<file path="config.mk">
export PLATFORM = sky130hd
export DESIGN_NAME = hb_up2_ser_flat
export DESIGN_NICKNAME = d
export VERILOG_FILES = /design/src/rtl/hb_up2_pkg.sv /design/src/rtl/hb_up2_ser_if.sv /design/src/rtl/sync_fifo.sv /design/src/rtl/hb_up2_ser.sv /design/src/flat_wrapper.sv
export SDC_FILE = /design/constraint.sdc
export NUM_CORES = 1
export LEC_CHECK = 0
export ABC_AREA = 1
export BUFFER_PORTS_ARGS = -buffer_cell sky130_fd_sc_hd__buf_2
export CAP_MARGIN = 40
export CORE_UTILIZATION = 42
export DETAILED_ROUTE_END_ITERATION = 12
export RECOVER_POWER = 50
export SLEW_MARGIN = 20
export SYNTH_ARGS = -nofsm -noshare
export SYNTH_HDL_FRONTEND = slang
export SYNTH_HIERARCHICAL = 1
export SYNTH_SLANG_ARGS = --single-unit
</file>
<file path="constraint.sdc">
create_clock -name clk -period 5.53 [get_ports clk]
set_clock_uncertainty 0.15 [all_clocks]
set_input_delay 0.553 -clock clk [delete_from_list [all_inputs] [get_ports clk]]
set_output_delay 0.553 -clock clk [all_outputs]
set_load 0.005 [all_outputs]
</file>
<file path="src/rtl/hb_up2_pkg.sv">
// Shared types for the half-band 2x interpolator output serializer.
//   state_e     : output FSM states (idle, even phase, odd phase).
//   pair_t      : one polyphase pair {d0, d1, ovf} at the default sample width;
//                 modules with a different DATA_WIDTH declare the same layout locally.
//   level_width : width of a FIFO occupancy count for a given depth.
package hb_up2_pkg;

    localparam int unsigned DefaultDataWidth = 16;

    typedef enum logic [1:0] {
        StIdle = 2'd0,
        StPh0  = 2'd1,
        StPh1  = 2'd2
    } state_e;

    typedef struct packed {
        logic [DefaultDataWidth-1:0] d0;
        logic [DefaultDataWidth-1:0] d1;
        logic                        ovf;
    } pair_t;

    // Count 0..depth inclusive needs one bit more than the address.
    function automatic int unsigned level_width(input int unsigned depth);
        return $clog2(depth) + 1;
    endfunction

endpackage

</file>
<file path="src/rtl/hb_up2_ser_if.sv">
// Bus bundle between the interpolator, the serializer and the downstream sink.
//   din_valid/din0/din1/din_ovf : polyphase pair in
//   dout/dout_valid/dout_ready/dout_ovf : serialized stream out with handshake
//   drop, fifo_level, ovf_cnt, ovf_cnt_clr : status and counter control
// master = producer/consumer side (testbench or system), slave = serializer.
interface hb_up2_ser_if
    import hb_up2_pkg::*;
#(
    parameter int unsigned DATA_WIDTH    = 16,
    parameter int unsigned FIFO_DEPTH    = 4,
    parameter int unsigned OVF_CNT_WIDTH = 16
);
    localparam int unsigned LevelWidth = level_width(FIFO_DEPTH);

    logic                     din_valid;
    logic [DATA_WIDTH-1:0]    din0;
    logic [DATA_WIDTH-1:0]    din1;
    logic                     din_ovf;
    logic [DATA_WIDTH-1:0]    dout;
    logic                     dout_valid;
    logic                     dout_ready;
    logic                     dout_ovf;
    logic                     drop;
    logic [LevelWidth-1:0]    fifo_level;
    logic [OVF_CNT_WIDTH-1:0] ovf_cnt;
    logic                     ovf_cnt_clr;

    modport master (
        output din_valid, din0, din1, din_ovf, dout_ready, ovf_cnt_clr,
        input  dout, dout_valid, dout_ovf, drop, fifo_level, ovf_cnt
    );

    modport slave (
        input  din_valid, din0, din1, din_ovf, dout_ready, ovf_cnt_clr,
        output dout, dout_valid, dout_ovf, drop, fifo_level, ovf_cnt
    );

endinterface

</file>
<file path="src/rtl/sync_fifo.sv">
// Single-clock FIFO with extra-bit pointers (no spare entry).
//   clk, rst    : clock, synchronous active-high reset
//   push, wdata : write request; accepted when not full, or when full and popping
//   pop         : remove head entry (ignored when empty)
//   full, empty, level : occupancy status
//   rdata       : registered head entry (valid while not empty)
//   rdata_next  : the head entry as it will be after this clock edge; lets the
//                 consumer register the new head in the same edge as a pop or a
//                 write into an empty FIFO
module sync_fifo #(
    parameter int unsigned WIDTH = 33,
    parameter int unsigned DEPTH = 4
) (
    input  logic                     clk,
    input  logic                     rst,
    input  logic                     push,
    input  logic [WIDTH-1:0]         wdata,
    input  logic                     pop,
    output logic                     full,
    output logic                     empty,
    output logic [$clog2(DEPTH):0]   level,
    output logic [WIDTH-1:0]         rdata,
    output logic [WIDTH-1:0]         rdata_next
);
    localparam int unsigned AW = $clog2(DEPTH);
    localparam logic [AW:0] FullLevel = (AW+1)'(DEPTH);

    logic [WIDTH-1:0] mem_q [DEPTH];
    logic [AW:0]      wr_ptr_q, wr_ptr_d;
    logic [AW:0]      rd_ptr_q, rd_ptr_d;
    logic [AW:0]      remain;
    logic [WIDTH-1:0] rdata_q;
    logic             push_ok, pop_ok;

    assign level   = wr_ptr_q - rd_ptr_q;
    assign full    = (level == FullLevel);
    assign empty   = (wr_ptr_q == rd_ptr_q);
    assign pop_ok  = pop && !empty;
    assign push_ok = push && (!full || pop_ok);

    assign wr_ptr_d = wr_ptr_q + (AW+1)'(push_ok);
    assign rd_ptr_d = rd_ptr_q + (AW+1)'(pop_ok);
    assign remain   = level - (AW+1)'(pop_ok);

    // If nothing older survives this edge the new head is the incoming word.
    assign rdata_next = (remain == '0) ? wdata : mem_q[rd_ptr_d[AW-1:0]];
    assign rdata      = rdata_q;

    always_ff @(posedge clk) begin
        if (rst) begin
            wr_ptr_q <= '0;
            rd_ptr_q <= '0;
            rdata_q  <= '0;
        end else begin
            wr_ptr_q <= wr_ptr_d;
            rd_ptr_q <= rd_ptr_d;
            rdata_q  <= rdata_next;
        end
    end

    always_ff @(posedge clk) begin
        if (!rst && push_ok) begin
            mem_q[wr_ptr_q[AW-1:0]] <= wdata;
        end
    end

endmodule

</file>
<file path="src/rtl/hb_up2_ser.sv">
// Serializes polyphase pairs from a 2x half-band interpolator into one stream:
// each pair {din0, din1, din_ovf} is buffered in a pair FIFO and emitted as
// din0 then din1, with the pair's overflow flag on both samples.
//   clk, rst : clock, synchronous active-high reset
//   bus      : hb_up2_ser_if.slave -- pair input, stream output with
//              valid/ready, drop pulse, fifo_level, saturating ovf_cnt and its clear
module hb_up2_ser
    import hb_up2_pkg::*;
#(
    parameter int unsigned DATA_WIDTH    = 16,
    parameter int unsigned FIFO_DEPTH    = 4,
    parameter int unsigned OVF_CNT_WIDTH = 16
) (
    input logic         clk,
    input logic         rst,
    hb_up2_ser_if.slave bus
);
    localparam int unsigned LevelWidth = level_width(FIFO_DEPTH);
    localparam int unsigned PairWidth  = 2 * DATA_WIDTH + 1;
    localparam logic [LevelWidth-1:0]    OneLevel = LevelWidth'(1);
    localparam logic [OVF_CNT_WIDTH-1:0] CntOne   = OVF_CNT_WIDTH'(1);

    typedef struct packed {
        logic [DATA_WIDTH-1:0] d0;
        logic [DATA_WIDTH-1:0] d1;
        logic                  ovf;
    } pair_dw_t;

    state_e                   state_q, state_d;
    logic [DATA_WIDTH-1:0]    dout_q, dout_d;
    logic                     dout_valid_q, dout_valid_d;
    logic                     dout_ovf_q, dout_ovf_d;
    logic [OVF_CNT_WIDTH-1:0] ovf_cnt_q, ovf_cnt_d;

    pair_dw_t                 wr_pair, head_q, head_next, head_sel;
    logic                     fifo_full, fifo_empty;
    logic [LevelWidth-1:0]    fifo_level;
    logic                     hs, pop, push_ok;

    assign wr_pair = {bus.din0, bus.din1, bus.din_ovf};
    assign hs      = dout_valid_q && bus.dout_ready;
    // Pair leaves the FIFO only once its odd sample has been accepted.
    assign pop     = (state_q == StPh1) && hs;
    assign push_ok = bus.din_valid && (!fifo_full || pop);

    sync_fifo #(
        .WIDTH (PairWidth),
        .DEPTH (FIFO_DEPTH)
    ) u_fifo (
        .clk        (clk),
        .rst        (rst),
        .push       (bus.din_valid),
        .wdata      (wr_pair),
        .pop        (pop),
        .full       (fifo_full),
        .empty      (fifo_empty),
        .level      (fifo_level),
        .rdata      (head_q),
        .rdata_next (head_next)
    );

    // In PH0 the head is stable, so the registered copy supplies din1; every
    // transition into PH0 needs the post-edge head instead.
    assign head_sel = (state_q == StPh0) ? head_q : head_next;

    always_comb begin
        state_d      = state_q;
        dout_d       = dout_q;
        dout_valid_d = dout_valid_q;
        dout_ovf_d   = dout_ovf_q;
        case (state_q)
            StIdle: begin
                if (!fifo_empty || push_ok) begin
                    state_d      = StPh0;
                    dout_d       = head_sel.d0;
                    dout_ovf_d   = head_sel.ovf;
                    dout_valid_d = 1'b1;
                end
            end
            StPh0: begin
                if (hs) begin
                    state_d    = StPh1;
                    dout_d     = head_sel.d1;
                    dout_ovf_d = head_sel.ovf;
                end
            end
            StPh1: begin
                if (hs) begin
                    if (fifo_level > OneLevel || push_ok) begin
                        state_d    = StPh0;
                        dout_d     = head_sel.d0;
                        dout_ovf_d = head_sel.ovf;
                    end else begin
                        state_d      = StIdle;
                        dout_valid_d = 1'b0;
                    end
                end
            end
            default: begin
                state_d      = StIdle;
                dout_valid_d = 1'b0;
            end
        endcase
    end

    // Every received pair is either written or dropped, so both count.
    always_comb begin
        ovf_cnt_d = ovf_cnt_q;
        if (bus.ovf_cnt_clr) begin
            ovf_cnt_d = (bus.din_valid && bus.din_ovf) ? CntOne : '0;
        end else if (bus.din_valid && bus.din_ovf && (ovf_cnt_q != '1)) begin
            ovf_cnt_d = ovf_cnt_q + CntOne;
        end
    end

    always_ff @(posedge clk) begin
        if (rst) begin
            state_q      <= StIdle;
            dout_q       <= '0;
            dout_valid_q <= 1'b0;
            dout_ovf_q   <= 1'b0;
            ovf_cnt_q    <= '0;
        end else begin
            state_q      <= state_d;
            dout_q       <= dout_d;
            dout_valid_q <= dout_valid_d;
            dout_ovf_q   <= dout_ovf_d;
            ovf_cnt_q    <= ovf_cnt_d;
        end
    end

    assign bus.dout       = dout_q;
    assign bus.dout_valid = dout_valid_q;
    assign bus.dout_ovf   = dout_ovf_q;
    assign bus.fifo_level = fifo_level;
    assign bus.ovf_cnt    = ovf_cnt_q;
    assign bus.drop       = bus.din_valid && fifo_full && !pop && !rst;

endmodule

</file>
<file path="src/flat_wrapper.sv">
// flat-port wrapper written by rule: the top's interface ports become plain ports
module hb_up2_ser_flat import hb_up2_pkg::*;
#(
    parameter int unsigned DATA_WIDTH    = 16,
    parameter int unsigned FIFO_DEPTH    = 4,
    parameter int unsigned OVF_CNT_WIDTH = 16
)
  (clk, rst, bus_din_valid, bus_din0, bus_din1, bus_din_ovf, bus_dout_ready, bus_ovf_cnt_clr, bus_dout, bus_dout_valid, bus_dout_ovf, bus_drop, bus_fifo_level, bus_ovf_cnt);
  hb_up2_ser_if #(.DATA_WIDTH(DATA_WIDTH), .FIFO_DEPTH(FIFO_DEPTH), .OVF_CNT_WIDTH(OVF_CNT_WIDTH)) bus_i ();
  input logic clk;
  input logic rst;
  input wire logic [$bits(bus_i.din_valid)-1:0] bus_din_valid;
  input wire logic [$bits(bus_i.din0)-1:0] bus_din0;
  input wire logic [$bits(bus_i.din1)-1:0] bus_din1;
  input wire logic [$bits(bus_i.din_ovf)-1:0] bus_din_ovf;
  input wire logic [$bits(bus_i.dout_ready)-1:0] bus_dout_ready;
  input wire logic [$bits(bus_i.ovf_cnt_clr)-1:0] bus_ovf_cnt_clr;
  output wire logic [$bits(bus_i.dout)-1:0] bus_dout;
  output wire logic [$bits(bus_i.dout_valid)-1:0] bus_dout_valid;
  output wire logic [$bits(bus_i.dout_ovf)-1:0] bus_dout_ovf;
  output wire logic [$bits(bus_i.drop)-1:0] bus_drop;
  output wire logic [$bits(bus_i.fifo_level)-1:0] bus_fifo_level;
  output wire logic [$bits(bus_i.ovf_cnt)-1:0] bus_ovf_cnt;
  assign bus_i.din_valid = bus_din_valid;
  assign bus_i.din0 = bus_din0;
  assign bus_i.din1 = bus_din1;
  assign bus_i.din_ovf = bus_din_ovf;
  assign bus_i.dout_ready = bus_dout_ready;
  assign bus_i.ovf_cnt_clr = bus_ovf_cnt_clr;
  assign bus_dout = bus_i.dout;
  assign bus_dout_valid = bus_i.dout_valid;
  assign bus_dout_ovf = bus_i.dout_ovf;
  assign bus_drop = bus_i.drop;
  assign bus_fifo_level = bus_i.fifo_level;
  assign bus_ovf_cnt = bus_i.ovf_cnt;
  hb_up2_ser #(.DATA_WIDTH(DATA_WIDTH), .FIFO_DEPTH(FIFO_DEPTH), .OVF_CNT_WIDTH(OVF_CNT_WIDTH)) u_core (.clk(clk), .rst(rst), .bus(bus_i));
endmodule
</file>
==> results of run 1 <==
## metrics by stage
stage / util / worst slack, ns / cells / total power, mW
final: 0.481 / 1.72 / 1394 / 3.72
after global routing: 0.481 / 1.29 / 1394 / 3.93
after floorplan: - / 1.11 / 1048 / 2.30
after global placement: 0.456 / 1.70 / 1361 / 2.52
after detailed placement: 0.457 / 1.68 / 1362 / 2.52
after CTS: 0.485 / 1.65 / 1394 / 3.76
## layer usage
layer	GRT usage	up-vias	wire length, µm
met5	0	-	0
met3	0.0346	14	854
met2	0.337	130	10100
li1	-	3422	-
met4	0.0541	0	172
met1	0.268	3196	9910
## cell type report
type | count | area [µm²] | share of cell area
Clock inverter | 14 | 163 | 0.0160
Sequential cell | 191 | 5140 | 0.507
Clock buffer | 18 | 429 | 0.0423
Tap cell | 275 | 344 | 0.0339
Timing Repair Buffer | 87 | 417 | 0.0411
Inverter | 201 | 754 | 0.0744
Multi-Input combinational cell | 608 | 2890 | 0.285
## layout by cell type (no fill, tap or decap), types with 2 or more instances in the layout
master,count
clkinvlp_4,2
nor3_2,6
nand2_1,223
clkinv_2,3
xnor2_1,3
dfxtp_1,59
clkinv_1,4
buf_4,11
nand4_1,4
nor3_1,4
inv_1,193
clkbuf_16,17
or2_0,10
edfxtp_1,132
clkbuf_1,56
or2_2,16
nand3_1,194
inv_6,3
buf_2,20
or2_1,7
nor2_1,87
xor2_1,2
o21ai_0,6
ha_1,6
inv_2,6
a21oi_1,15
nor2_4,2
bufinv_16,3
nand3_2,3
nand2_2,11
## sequential cells by signal, indices dropped and copies added (netlist names)
register / flops
u_core/u_fifo/rdata: 17
u_core/bus.dout_ovf: 1
u_core/bus.ovf_cnt: 16
u_core/bus.dout_valid: 1
u_core/u_fifo/mem_q: 132
u_core/u_fifo/wr_ptr_q: 3
u_core/bus.dout: 16
u_core/state_q: 2
u_core/u_fifo/rd_ptr_q: 3
## worst max-delay path, delay by kind of cell, from the launching register on
kind / cells / cell delay (ns)
AND/OR/NAND/NOR: 13 / 1.93
flip-flops: 1 / 0.40
buffers and inverters: 5 / 0.83
adder cells (fa/ha/maj): 1 / 0.35
## power by group through the flow
stage / clock network, mW / registers [mW] / logic, mW
6_report: 1.24 / 1.70 / 0.774
5_1_grt: 1.31 / 1.71 / 0.903
4_1_cts: 1.26 / 1.70 / 0.793
3_5_place_dp: 0 / 1.73 / 0.790
3_3_place_gp: 0 / 1.73 / 0.789
2_1_floorplan: 0 / 1.72 / 0.582
## worst max path at each step
stage	end	slack (ns)	from
CTS	u_core/bus.dout_ovf$_SDFFE_PP0P_	1.65	u_core/u_fifo/wr_ptr_q[0]$_SDFF_PP0_
global placement	u_core/bus.dout_ovf$_SDFFE_PP0P_	1.70	u_core/u_fifo/wr_ptr_q[0]$_SDFF_PP0_
global route	u_core/bus.dout_ovf$_SDFFE_PP0P_	1.29	u_core/u_fifo/wr_ptr_q[0]$_SDFF_PP0_
detailed placement	u_core/bus.dout[1]$_SDFFE_PP0P_	1.68	u_core/u_fifo/wr_ptr_q[0]$_SDFF_PP0_
floorplan	u_core/u_fifo/mem_q[0][0]$_DFFE_PP_	1.11	u_core/u_fifo/wr_ptr_q[0]$_SDFF_PP0_
finish	u_core/bus.dout_ovf$_SDFFE_PP0P_	1.72	u_core/u_fifo/wr_ptr_q[0]$_SDFF_PP0_
==> reports/metrics.csv, run 1 <==
metric,value,unit
status,"complete, no violations",
clock power share,0.334,
# clock sinks,191,
Die Footprint,22200,µm²
Die H,149,µm
part of the power in registers,0.458,
VDD IR max,0.196,mV
largest net degree at the start of global routing,67,
internal power,2.60,mW
Overflow after GRT,0,
Pleak,4.55,nW
"Clk pin slew, worst setup/hold paths",0.07,ns
# Post-CTS Setup Buffers,0,
Hold Path Class,input port to register,
reg2reg end,u_core/bus.dout_ovf$_SDFFE_PP0P_,
yosys warns,6,
Most common cell on crit path,nand2_1,
"Req. time, crit path",5.70,ns
P&R area growth vs syn,11.8,%
Via density,4.85,
crit-path max cell delay,0.58,ns
Ant. Diodes,0,
final hold slack,0.279,ns
crit end category,register,
CP Launch Type,register,
htree depth,4,
CP max stage cell,nand2_2,
Setup Total Neg Slack,0,ns
global-route wire length before repair,34200,µm
Post-Route WL,21000,µm
critical path type,register to register,
pwr dens,367,nW/µm²
residual DRC count,0,
worst slew pin tran,1.04,ns
drt pass-1 iters,5,
Final Hold Viols,0,
# IOs,76,
die width,149,µm
Starting Density,0.430,
RD Place Congestion,0.807,
fin nets,1151,
TritonCTS clock tree,done,
initial antenna violation count,0,
# fillers,2043,
critical-path maximum fanout,48,
first-iteration detailed-routing DRC count,451,
Switching Fraction,0.301,
hpwl dp,12900,µm
Max Clk Rate,262,MHz
# resized after CTS,0,
routed vias,6762,
max cap viols,0,
Gate power share,0.208,
Sw Pwr,1.12,mW
crit-path cells,"inv_1, ha_1, nand2_1, inv_1, nand3_2, nand3_2, nand2_2, buf_4, nand2_1, nand3_1, nand3_1, nand2_1, inv_1, nand2_1, nand2_1, inv_1, nand3_1, nand2_1, nor2_1",
Overall Global Routing Usage,0.201,
Post-CTS Hold Fix Bufs,0,
"Data arrival, critical path",3.98,ns
syn_area_per_cell,8.66,µm²
Worst Hold End,u_core/u_fifo/mem_q[3][3]$_DFFE_PP_,
Reg-to-Reg Start,u_core/u_fifo/wr_ptr_q[0]$_SDFF_PP0_,
Hold Crit Start,bus_din1[2],
Core Area,21100,µm²
cell area after placement,9640,µm²
vias in the first global route,6491,
Syn Nets,1093,
WHS Path Cells,1,
num rows,53,
Final Max Tran Viols,0,
DRT antenna net count,0,
Max-slew headroom,0.307,
post-route cell area,10100,µm²
cell count after synthesis,1048,
crit path time final,3.81,ns
area of the mapped netlist,9070,µm²
Worst Reg-to-Reg Cells,19,
average wire per standard cell,15.1,µm
setup violators final,0,
R2R Setup Slk,1.72,ns
RSZ-0062 raised after global routing,no,
"Clk Latency, worst-skew pair",0.43,ns
period utilisation layout,0.689,
Port Buffers,75,
clock buffer depth,2,
Num CTS Buffers,17,
Root Driver,clkbuf_16,
share of cells above drive strength 1,0.0974,
(Power assumes the default switching activity.)
==> run 2: changes to the inputs <==
- clock period: 5.53 -> 3.75 ns (I/O delays scaled with it)
==> run 2 against run 1 <==
Register-to-register slack worse by 1.2 ns. Count of clock-buffer cells in the layout rose by 4. Critical path type unchanged. Sequential share of layout area decreased by 0.22 points. Largest cell class unchanged.
==> reports/metrics.csv, run 2 (synthesis results as in run 1) <==
metric,value,unit,change
status,"complete, no violations",,
Hold Crit Start,bus_din1[8],,
crit path time final,3.27,ns,-0.545 ns
VDD IR max,0.333,mV,+70%
htree depth,4,,unchanged
vias in the first global route,6461,,-0.46%
# resized after CTS,0,,unchanged
global-route wire length before repair,33900,µm,-0.68%
die width,149,µm,unchanged
Overall Global Routing Usage,0.202,,+0.000453
Hold Path Class,input port to register,,
P&R area growth vs syn,12.2,%,
Max-slew headroom,0.296,,-0.0109
Overflow after GRT,0,,unchanged
Die H,149,µm,unchanged
Num CTS Buffers,17,,unchanged
Port Buffers,75,,unchanged
Ant. Diodes,0,,unchanged
RD Place Congestion,0.779,,-3.5%
cell area after placement,9650,µm²,+0.16%
WHS Path Cells,1,,unchanged
initial antenna violation count,0,,unchanged
crit end category,register,,
Setup Total Neg Slack,0,ns,unchanged
Post-Route WL,21300,µm,+1.3%
Reg-to-Reg Start,u_core/u_fifo/wr_ptr_q[0]$_SDFF_PP0_,,
routed vias,6738,,-0.35%
Final Hold Viols,0,,unchanged
Pleak,4.58,nW,+0.74%
"commonest non-fill, non-tap cell in the layout",nand2_1,,
num rows,53,,unchanged
Die Footprint,22200,µm²,unchanged
Via density,4.82,,-0.64%
# fillers,2060,,+0.83%
max FFs per register,132,,unchanged
CP Launch Type,register,,
TritonCTS clock tree,done,,
residual DRC count,0,,unchanged
share of cells above drive strength 1,0.102,,+0.00500
"Data arrival, critical path",3.45,ns,-0.53 ns
worst slew pin tran,1.05,ns,+0.0163 ns
Core Area,21100,µm²,unchanged
Starting Density,0.430,,unchanged
clock buffer depth,2,,unchanged
Worst Reg-to-Reg Cells,20,,+1
largest net degree at the start of global routing,67,,unchanged
RSZ-0062 raised after global routing,no,,
Worst Hold End,u_core/u_fifo/mem_q[3][9]$_DFFE_PP_,,
reg2reg end,u_core/bus.dout[0]$_SDFFE_PP0P_,,
drt pass-1 iters,5,,unchanged
Root Driver,clkbuf_16,,
# IOs,76,,unchanged
setup violators final,0,,unchanged
post-route cell area,10200,µm²,+0.43%
critical path type,register to register,,
DRT antenna net count,0,,unchanged
R2R Setup Slk,0.48,ns,-1.23 ns
max cap viols,0,,unchanged
"Req. time, crit path",3.94,ns,-1.76 ns
"Clk Latency, worst-skew pair",0.44,ns,about the same
Max Clk Rate,306,MHz,+17%
# Post-CTS Setup Buffers,0,,unchanged
"commonest non-fill, non-tap cells in the layout","nand2_1 (223), nand3_1 (195), inv_1 (193)",,
pwr dens,541,nW/µm²,+47%
average wire per standard cell,15.2,µm,+1.0%
period utilisation layout,0.871,,+0.182
critical-path maximum fanout,53,,+10%
hpwl dp,13000,µm,about the same
"Clk pin slew, worst setup/hold paths",0.07,ns,about the same
fin nets,1155,,+0.35%
first-iteration detailed-routing DRC count,392,,-13%
Final Max Tran Viols,0,,unchanged
# clock sinks,191,,unchanged
[run 2: cell types whose count changed in the layout (fill, tap and decap cells not counted), sizes merged]
cell	delta
bufinv	-3
buf	+4
inv	+3
clkinvlp	-1
clkbuf	+3
clkinv	-3
dlygate4sd3	+1
[run 2: per-stage QoR]
stage                     total power [mW]  cells  worst slack [ns]   util  hold WS, ns
after detailed placement              3.72   1365             0.546  0.458        0.319
after global placement                3.71   1365             0.603  0.458        0.308
after floorplan                       3.39   1048            -0.674      -        0.324
final                                 5.51   1398             0.485  0.483       0.0865
after CTS                             5.57   1398             0.519  0.487      0.00187
after global routing                  5.81   1398             0.168  0.483       0.0854
[run 2: critical path, stage by stage, from the launching register on]
cell,delay [ns]
dfxtp_1,0.40
inv_1,0.11
ha_1,0.35
nand2_1,0.08
inv_1,0.04
nand3_2,0.08
nand3_1,0.12
buf_4,0.33
nand2_2,0.15
buf_4,0.51
nand2_1,0.10
nand3_1,0.11
nand3_1,0.08
nand2_1,0.09
inv_1,0.04
nand2_1,0.05
nand2_1,0.05
inv_1,0.05
nand3_1,0.08
nand2_1,0.12
nor2_1,0.04
[run 2: timing repair]
action,4_1_cts,5_1_grt
setup endpoints to repair,0,0
endpoints found under the hold margin,1,0
hold buffers,1,0
[run 2: where the power goes]
group	total, mW	leakage (nW)	internal [mW]	switching, mW
combinational	1.15	2.60	0.381	0.764
sequential	2.51	1.69	2.41	0.0985
clock	1.85	0.302	1.02	0.827
total	5.51	4.58	3.82	1.69
[run 2: routing by layer]
metal	share of wire	routed length (µm)	GRT usage	vias to the layer above
met5	0	0	0	-
met4	0.0094	199	0.0587	0
met3	0.059	1250	0.0413	16
met2	0.48	10100	0.339	170
met1	0.46	9710	0.262	3124
li1	-	-	-	3428
[run 2: worst max path at each step]
| stage | startpoint | endpoint | slack [ns] |
|---|---|---|---|
| 2_1_floorplan | u_core/u_fifo/wr_ptr_q[0]$_SDFF_PP0_ | u_core/u_fifo/mem_q[0][0]$_DFFE_PP_ | -0.67 |
| 3_3_place_gp | u_core/u_fifo/wr_ptr_q[0]$_SDFF_PP0_ | u_core/bus.dout[0]$_SDFFE_PP0P_ | 0.60 |
| 3_5_place_dp | u_core/u_fifo/wr_ptr_q[0]$_SDFF_PP0_ | u_core/bus.dout[0]$_SDFFE_PP0P_ | 0.55 |
| 4_1_cts | u_core/u_fifo/wr_ptr_q[0]$_SDFF_PP0_ | u_core/bus.dout_ovf$_SDFFE_PP0P_ | 0.52 |
| 5_1_grt | u_core/u_fifo/wr_ptr_q[0]$_SDFF_PP0_ | u_core/bus.dout[2]$_SDFFE_PP0P_ | 0.17 |
| 6_report | u_core/u_fifo/wr_ptr_q[0]$_SDFF_PP0_ | u_core/bus.dout[0]$_SDFFE_PP0P_ | 0.48 |
[run 2: cell type report]
type                            instances  area (µm²)  share of cell area
Clock buffer                           22         528              0.0518
Clock inverter                         10        86.3             0.00848
Inverter                              201         754              0.0741
Multi-Input combinational cell        608        2880               0.283
Sequential cell                       191        5140               0.505
Tap cell                              275         344              0.0338
Timing Repair Buffer                   91         443              0.0435
